**config.mk**
```make
export PLATFORM = sky130hd
export DESIGN_NAME = fifo_demo_top
export DESIGN_NICKNAME = d
export VERILOG_FILES = /design/src/rtl/fifo_demo_top.sv
export SDC_FILE = /design/constraint.sdc
export NUM_CORES = 1
export LEC_CHECK = 0
export ABC_AREA = 1
export CORE_AREA = 2 2 200 202
export CTS_BUF_LIST = sky130_fd_sc_hd__clkbuf_4 sky130_fd_sc_hd__clkbuf_8
export DETAILED_ROUTE_END_ITERATION = 8
export DIE_AREA = 0 0 202 204
export GPL_TIMING_DRIVEN = 0
export HOLD_SLACK_MARGIN = 0.12
export PLACE_DENSITY_LB_ADDON = 0.1
export SYNTH_ARGS = -nofsm -noshare
export SYNTH_HDL_FRONTEND = slang
export SYNTH_SLANG_ARGS = --single-unit
```
**constraint.sdc**
```tcl
create_clock -name clk -period 2.43 [get_ports clk]
set_input_delay 0.486 -clock clk [delete_from_list [all_inputs] [get_ports clk]]
set_output_delay 0.486 -clock clk [all_outputs]
set_load 0.005 [all_outputs]
```
**src/rtl/fifo_demo_top.sv**
```systemverilog
// Self-running FIFO demonstrator: an incrementing producer feeds a 64-entry FIFO that a periodic tick drains.
// Build option: define FIFO_FWFT_EN for a first-word-fall-through read port.
`timescale 1ns/1ps
module fifo_demo_top #(
  parameter int unsigned TICK_DIV = 100
) (
  input  logic       clk,
  input  logic       reset,
  output logic [7:0] fifo_din_test,
  output logic [7:0] fifo_dout_test,
  output logic [6:0] data_count_test,
  output logic       rd_en_test,
  output logic       wr_en_test,
  output logic       one_second_tick_test,
  output logic       one_second_pulse_test,
  output logic [7:0] count_test,
  output logic       fifo_empty_test
);
  localparam int unsigned DEPTH = 64;
  localparam int unsigned TW = (TICK_DIV > 2) ? $clog2(TICK_DIV) : 1;
  localparam logic [TW-1:0] TICK_LAST = TW'(TICK_DIV - 1);

  logic [TW-1:0] tick_cnt;
  logic [5:0]    wp;
  logic [5:0]    rp;
  logic [7:0]    mem [DEPTH];
  logic          full;
  logic [6:0]    count_next;

  assign fifo_din_test = count_test;

  // Full is judged on the pre-pop occupancy, so a tick on a full FIFO pops without a push.
  always_comb begin
    full                 = (data_count_test == 7'd64);
    wr_en_test           = !reset && !full;
    one_second_tick_test = !reset && (tick_cnt == TICK_LAST);
    rd_en_test           = one_second_tick_test && !fifo_empty_test;
    count_next           = data_count_test;
    case ({wr_en_test, rd_en_test})
      2'b10:   count_next = data_count_test + 7'd1;
      2'b01:   count_next = data_count_test - 7'd1;
      default: count_next = data_count_test;
    endcase
  end

  always_ff @(posedge clk or posedge reset) begin
    if (reset) begin
      tick_cnt              <= '0;
      one_second_pulse_test <= 1'b0;
    end else if (one_second_tick_test) begin
      tick_cnt              <= '0;
      one_second_pulse_test <= ~one_second_pulse_test;
    end else begin
      tick_cnt <= tick_cnt + 1'b1;
    end
  end

  always_ff @(posedge clk or posedge reset) begin
    if (reset) begin
      wp              <= '0;
      rp              <= '0;
      count_test      <= '0;
      data_count_test <= '0;
      fifo_empty_test <= 1'b1;
    end else begin
      if (wr_en_test) begin
        wp         <= wp + 6'd1;
        count_test <= count_test + 8'd1;
      end
      if (rd_en_test) begin
        rp <= rp + 6'd1;
      end
      data_count_test <= count_next;
      fifo_empty_test <= (count_next == 7'd0);
    end
  end

  always_ff @(posedge clk) begin
    if (wr_en_test) begin
      mem[wp] <= count_test;
    end
  end

`ifdef FIFO_FWFT_EN
  assign fifo_dout_test = fifo_empty_test ? '0 : mem[rp];
`else
  always_ff @(posedge clk or posedge reset) begin
    if (reset) begin
      fifo_dout_test <= '0;
    end else if (rd_en_test) begin
      fifo_dout_test <= mem[rp];
    end
  end
`endif

endmodule

```
==> flow_summary.yaml, run 1 <==
worst_setup_path:
  required_ns: 2.71
  worst-path-buf-inv: 1
  cp.arrival_ns: 2.86
  cp_max_fo: 8
  path_class: "reg -> reg"
  r2r-start: "wp[5]"
  cp_cell_sequence: "clkbuf_1, nand3_1, nor2_2"
  critPathLaunchType: "register"
  reg2reg_slack_ns: -0.15
  r2r_cells: 3
  path_delay_family: "simple AND/OR/NAND/NOR gates"
  crit_path_top_delay_cell: "nor2_2"
  slowest_delay_ns: 0.77
  r2r_end: "mem[48][7]"
  end_kind: "register"
clock_tree:
  clk_latency_ns: 0.66
  htreeDepth: 3
  cts_sinks: 556
  clk_pin_slew_ns: 0.07
  clock-root-buffer: "clkbuf_8"
  cts_buffer_depth: 3
  numCtsBuffers: 87
  cts_tree: "built"
power:
  vdd_drop_max_v: 0.001025
  p_leak_nw: 9.002
  pwr-share-clk_pct: 24.1
  internal_power_w: 0.02017
  combPwrFrac_pct: 38.7
  seqPwrFrac_pct: 37.2
  p_sw_w: 0.01361
  p_sw_share_pct: 40.28
  power.density_nw_per_um2: 1259
yosys:
  synthesis.area_sq_um: 22360
  synth.ff_latch_count: 556
  synth.top_cell.area_share_pct: 68.77
  synth.distinct_cells: 37
  synthTopCellsByArea: "edfxtp_1, nor2_1, o21ai_0, dfrtp_1, nand2_1"
  synth_area_leader_cell: "edfxtp_1"
  synthCells: 1752
  synthesis.nets: 1760
  yosysWarnings: 0
  syn_avg_cell_area_sq_um: 12.76
  yosysSeqAreaShare_pct: 73.71
timing:
  finClkSkew_ns: 0.02878
  slew_violations: 0
  grt_setup_unrepaired: "yes"
  slew_headroom_pct: 38.30
  hold_slack_ns: 0.2505
  fmax_mhz: 387.6
  finalWorstSetupSlack_ns: -0.1497
  setup_violations: 41
  post-route-min-period_ns: 2.580
  fin_crit_sh_pct: 106.2
  worst_pin_slew_ns: 0.9229
  hold_viol_final: 0
flow_run:
  drv_cap: 0
grt:
  grt_pass1_wl_mm: 104.1
  antenna_found_initial: 0
  grt_usage_pct: 35.73
  grt_max_degree: 41
  first_global_vias: 15179
  gr-total-overflow: 0
floorplanning:
  die-area_sq_um: 41210
  start_util_pct: 57.05
  pin_count: 38
  die_h_um: 204
  die-width_um: 202
  fp-row-count: 73
  coreArea_sq_um: 39180
routing:
  via_count: 16461
  wl_per_cell_um: 29.69
  wl_met1_mm: 28.06
  drc: 0
  first_iter_violations: 2133
  dr_wl_met2_mm: 34.51
  route.top_layer_used: "met4"
  ant_nets: 0
  wl_mm: 75.83
  drt_first_pass_iters: 8
  via_per_inst: 6.445
  route.met3.wl_mm: 9.224
cells_and_area:
  syn_to_final_growth_pct: 20.01
  layout_common_cells: "edfxtp_1, nor2_1, o21ai_0, nand2_1, clkbuf_8"
  layout-drive-gt1-share_pct: 22.87
  fillers: 2794
  final_cell_area_sq_um: 26830
  final_nets: 1966
  n_antenna_cell: 0
  final_common_cell: "edfxtp_1"
status:
  status: "complete, but fails checks"
  failed_checks: "setup timing"
placed_design:
  placed_area_sq_um: 23570
  io_buffers: 37
  gp_congestion: 0.9130
  place_hpwl_mm: 46.52
hold_path:
  min_path_type: "in -> async"
[what timing repair did]
item,in CTS,in global routing
buffers inserted,29,37
gates resized for setup,138,109
hold buffers,4,0
cloned,2,2
pin swaps,13,7
setup endpoints to repair,542,277
hold endpoints to repair,43,0
[worst max-delay path by stage]
| stage | end | depth (start not counted) | start |
|---|---|---|---|
| after global routing | mem[48][7] | 3 | wp[5] |
| after CTS | mem[35][1] | 7 | data_count_test[6] |
| after detailed placement | mem[34][4] | 7 | reset |
| final | mem[48][7] | 3 | wp[5] |
| after global placement | mem[32][0] | 7 | reset |
| after floorplan | fifo_empty_test | 15 | reset |
[state kept, by name, summed over array words and instances (netlist names)]
register / count
fifo_dout_test: 8
fifo_empty_test: 1
tick_cnt: 7
rp: 6
data_count_test: 7
mem: 512
count_test: 8
wp: 6
one_second_pulse_test: 1
[cells by family (layout without fill, tap and decap cells)]
family	after synthesis	in the layout	share of synthesized area (%)
xor gates and xnor gates	19	19	0.7444
DFF	556	556	73.71
and+or+nand+nor	607	607	11.33
AOI/OAI and AO/OA	409	409	10.63
buffers and inverters	155	432	3.257
adders and majority gates	6	6	0.3358
[cell usage after synthesis]
library cell / count
o21ai_2: 2
nor3_2: 1
ha_1: 6
xnor2_1: 7
buf_2: 33
nand3_1: 70
inv_1: 28
dfstp_2: 1
o21ai_1: 22
inv_2: 9
buf_4: 17
nor4_1: 1
buf_6: 5
nor2_4: 1
o211ai_1: 7
buf_1: 3
o21ai_0: 240
nand2_1: 142
nand2_2: 6
nor3_1: 4
a21oi_1: 11
nand4_1: 34
clkbuf_1: 55
xor2_1: 12
clkbuf_2: 3
edfxtp_1: 512
nor3b_1: 1
o221ai_1: 57
and3_1: 2
clkinv_1: 2
nor2_2: 2
nor2_8: 1
nand2_4: 2
dfrtp_1: 43
nor2_1: 340
a21oi_2: 1
o22ai_1: 69
[layout make-up]
type | count | area [sq um] | area share, %
Clock buffer | 127 | 1535 | 5.722
Multi-Input combinational cell | 1041 | 5739 | 21.39
Buffer | 115 | 694.4 | 2.588
Tap cell | 525 | 656.9 | 2.448
Inverter | 39 | 178.9 | 0.6669
Timing Repair Buffer | 116 | 1257 | 4.687
Sequential cell | 556 | 16510 | 61.54
Clock inverter | 33 | 237.7 | 0.8861
Timing Repair inverter | 2 | 17.52 | 0.06529
[per-stage QoR]
stage               setup TNS [ns]  power [W]  util, %  worst slack (ns)  std cells
finish                      -2.114    0.03378    68.47           -0.1497       2554
global route                -5.805    0.03464    68.47           -0.1448       2554
CTS                         -60.57    0.03227    66.49           -0.5300       2516
detailed placement         -761.71    0.02372    60.14            -1.786       2322
global placement           -863.47    0.02346    59.71            -1.697       2314
floorplan                        0    0.01839        -           0.07421       1752
[power groups by stage]
| stage | Clock (W) | Sequential (W) | Combinational (W) |
|---|---|---|---|
| 4_1_cts | 0.00808 | 0.0129 | 0.0113 |
| 3_3_place_gp | 0 | 0.0138 | 0.00964 |
| 6_report | 0.00815 | 0.0126 | 0.0131 |
| 2_1_floorplan | 0 | 0.0130 | 0.00536 |
| 5_1_grt | 0.00853 | 0.0126 | 0.0135 |
| 3_5_place_dp | 0 | 0.0132 | 0.0105 |
[worst register-to-register path: stages (launching register included)]
cell      delay [ns]
dfrtp_1         0.35
clkbuf_1        0.35
nand3_1         0.73
nor2_2          0.78
[metal layers]
layer,track usage (%),up-vias
met1,49.28,8117
met2,54.55,1203
li1,-,6906
met5,0,-
met4,17.70,0
met3,7.637,235
No activity file was read; power rests on OpenSTA's default activity.
==> run 2, diff against run 1 <==
--- a/config.mk
+++ b/config.mk
@@ -12,6 +12,7 @@
 export DIE_AREA = 0 0 202 204
 export GPL_TIMING_DRIVEN = 0
 export HOLD_SLACK_MARGIN = 0.12
+export MAX_ROUTING_LAYER = met4
 export PLACE_DENSITY_LB_ADDON = 0.1
 export SYNTH_ARGS = -nofsm -noshare
 export SYNTH_HDL_FRONTEND = slang
==> flow_summary.yaml, run 2 (synthesized netlist as in run 1, its figures left out) <==
status:
  status: "complete, but fails checks"
  failed_checks: "setup timing"
routing:
  wl_mm: 75.00
  via_count: 16284
  wl_per_cell_um: 29.43
  first_iter_violations: 2032
  ant_nets: 0
  drc: 0
  drt_first_pass_iters: 7
  via_per_inst: 6.391
worst_setup_path:
  r2r_end: "fifo_dout_test[6]"
  required_ns: 3.03
  cp_max_fo: 10
  end_kind: "register"
  path_class: "reg -> reg"
  endpoint: "fifo_dout_test[6]"
  cp.arrival_ns: 3.08
  reg2reg_slack_ns: -0.05
  r2r_cells: 11
  critPathLaunchType: "register"
  startpoint: "rp[0]"
  r2r-start: "rp[0]"
floorplanning:
  start_util_pct: 57.05
  coreArea_sq_um: 39180
  die-width_um: 202
  die_h_um: 204
  die-area_sq_um: 41210
  pin_count: 38
  fp-row-count: 73
grt:
  antenna_found_initial: 1
  grt_pass1_wl_mm: 105.6
  grt_usage_pct: 37.50
  first_global_vias: 15511
  gr-total-overflow: 0
  grt_max_degree: 49
timing:
  slew_headroom_pct: 47.33
  finClkSkew_ns: 0.02837
  worst_pin_slew_ns: 0.7879
  fmax_mhz: 403.8
  setup_violations: 11
  slew_violations: 0
  finalWorstSetupSlack_ns: -0.04671
  fin_crit_sh_pct: 101.9
  post-route-min-period_ns: 2.477
  hold_viol_final: 0
  grt_setup_unrepaired: "yes"
placed_design:
  dp_slack_ns: -1.699
  io_buffers: 37
  post-place-cells: 2322
  place_hpwl_mm: 46.68
  gp_congestion: 0.9496
power:
  p_leak_nw: 8.947
  combPwrFrac_pct: 38.5
  internal_power_w: 0.01998
  p_sw_share_pct: 40.12
  pwr-share-clk_pct: 23.9
  power.density_nw_per_um2: 1250
  vdd_drop_max_v: 0.0009138
  seqPwrFrac_pct: 37.6
  p_sw_w: 0.01339
clock_tree:
  clk_latency_ns: 0.67
  clk_pin_slew_ns: 0.07
  cts_sinks: 556
  htreeDepth: 3
  cts_buffer_depth: 3
  clock-root-buffer: "clkbuf_8"
  cts_tree: "built"
  numCtsBuffers: 87
flow_run:
  drv_cap: 0
cells_and_area:
  final_nets: 1963
  layout_common_cells: "edfxtp_1, nor2_1, o21ai_0, nand2_1, clkbuf_8"
  layout-drive-gt1-share_pct: 23.15
  largest_reg_flops: 512
  regMostFlops: "mem"
  final_common_cell: "edfxtp_1"
  syn_to_final_growth_pct: 19.38
  reg.largest.list: "mem: 512 flops, count_test: 8 flops, fifo_dout_test: 8 flops"
  finalNonFillerCells: 2548
hold_path:
  min_path_type: "in -> async"
-- run 2: cell count changes in the layout (fill, tap and decap cells not counted), sizes merged --
cell           before  now
clkinv             28   19
inv                38   34
bufbuf              0    2
clkdlybuf4s15       2    0
buf               122  124
diode               0    1
dlygate4sd3         3    2
bufinv              4    2
clkinvlp            4    8
clkbuf            197  200
-- run 2: stage by stage --
step	TNS (ns)	total power (W)	util [%]	hold slack, ns	cell area (sq um)
2_1_floorplan	0	0.01839	-	0.3944	22370
3_3_place_gp	-853.28	0.02346	59.71	0.4454	23400
3_5_place_dp	-739.52	0.02371	60.14	0.4513	23570
4_1_cts	-48.02	0.03230	66.64	0.1249	26110
5_1_grt	-2.738	0.03426	68.11	0.1415	26690
6_report	-0.2109	0.03337	68.11	0.1572	26690
-- run 2: per-layer routing --
metal,part of all wire [%],vias to the layer above,global-route usage [%]
li1,-,6887,-
met1,37,7952,48.74
met2,46,1195,55.89
met3,12,250,9.391
met4,5.3,0,17.99
met5,0,-,-
-- run 2: worst min-delay path by stage --
| stage | cells after the start | endpoint | slack, ns | from |
|---|---|---|---|---|
| floorplan | 1 | count_test[0] | 0.39 | reset |
| global placement | 1 | tick_cnt[0] | 0.45 | tick_cnt[0] |
| detailed placement | 1 | tick_cnt[0] | 0.45 | tick_cnt[0] |
| CTS | 2 | fifo_empty_test | 0.12 | reset |
| global route | 2 | fifo_empty_test | 0.14 | reset |
| finish | 2 | fifo_empty_test | 0.16 | reset |
-- run 2: area by class of cell --
cell class | instances | area, sq um
Tap cell | 525 | 656.9
Timing Repair inverter | 2 | 17.52
Antenna cell | 1 | 2.502
Clock buffer | 134 | 1594
Clock inverter | 22 | 131.4
Timing Repair Buffer | 115 | 1201
Inverter | 39 | 190.2
Fill cell | 2763 | 12500
Buffer | 113 | 675.6
Multi-Input combinational cell | 1041 | 5705
Sequential cell | 556 | 16510
-- run 2: repair_timing --
item                                   CTS  global route
setup endpoints to repair              542           281
endpoints found under the hold margin   34             0
buffers inserted                        42            24
pin swaps                                9            15
hold buffers                             2             0
gates resized for setup                140           123
gates cloned                             4             0
-- run 2: critical path, cell delays in order (launching register included) --
cell and delay [ns]:
dfrtp_2 0.49, inv_2 0.11, buf_6 0.19, buf_2 0.31, nor2_1 0.07, o221ai_1 0.41
nand3_1 0.29, nand4_1 0.14, nand3_1 0.08, nand2_1 0.15, nand2_1 0.08, nand2_1 0.06
-- run 2: power groups by stage --
| stage | Clock, W | Combinational, W | Sequential (W) |
|---|---|---|---|
| floorplan | 0 | 0.00536 | 0.0130 |
| global placement | 0 | 0.00964 | 0.0138 |
| detailed placement | 0 | 0.0107 | 0.0131 |
| CTS | 0.00794 | 0.0118 | 0.0126 |
| global route | 0.00834 | 0.0133 | 0.0126 |
| finish | 0.00797 | 0.0129 | 0.0125 |
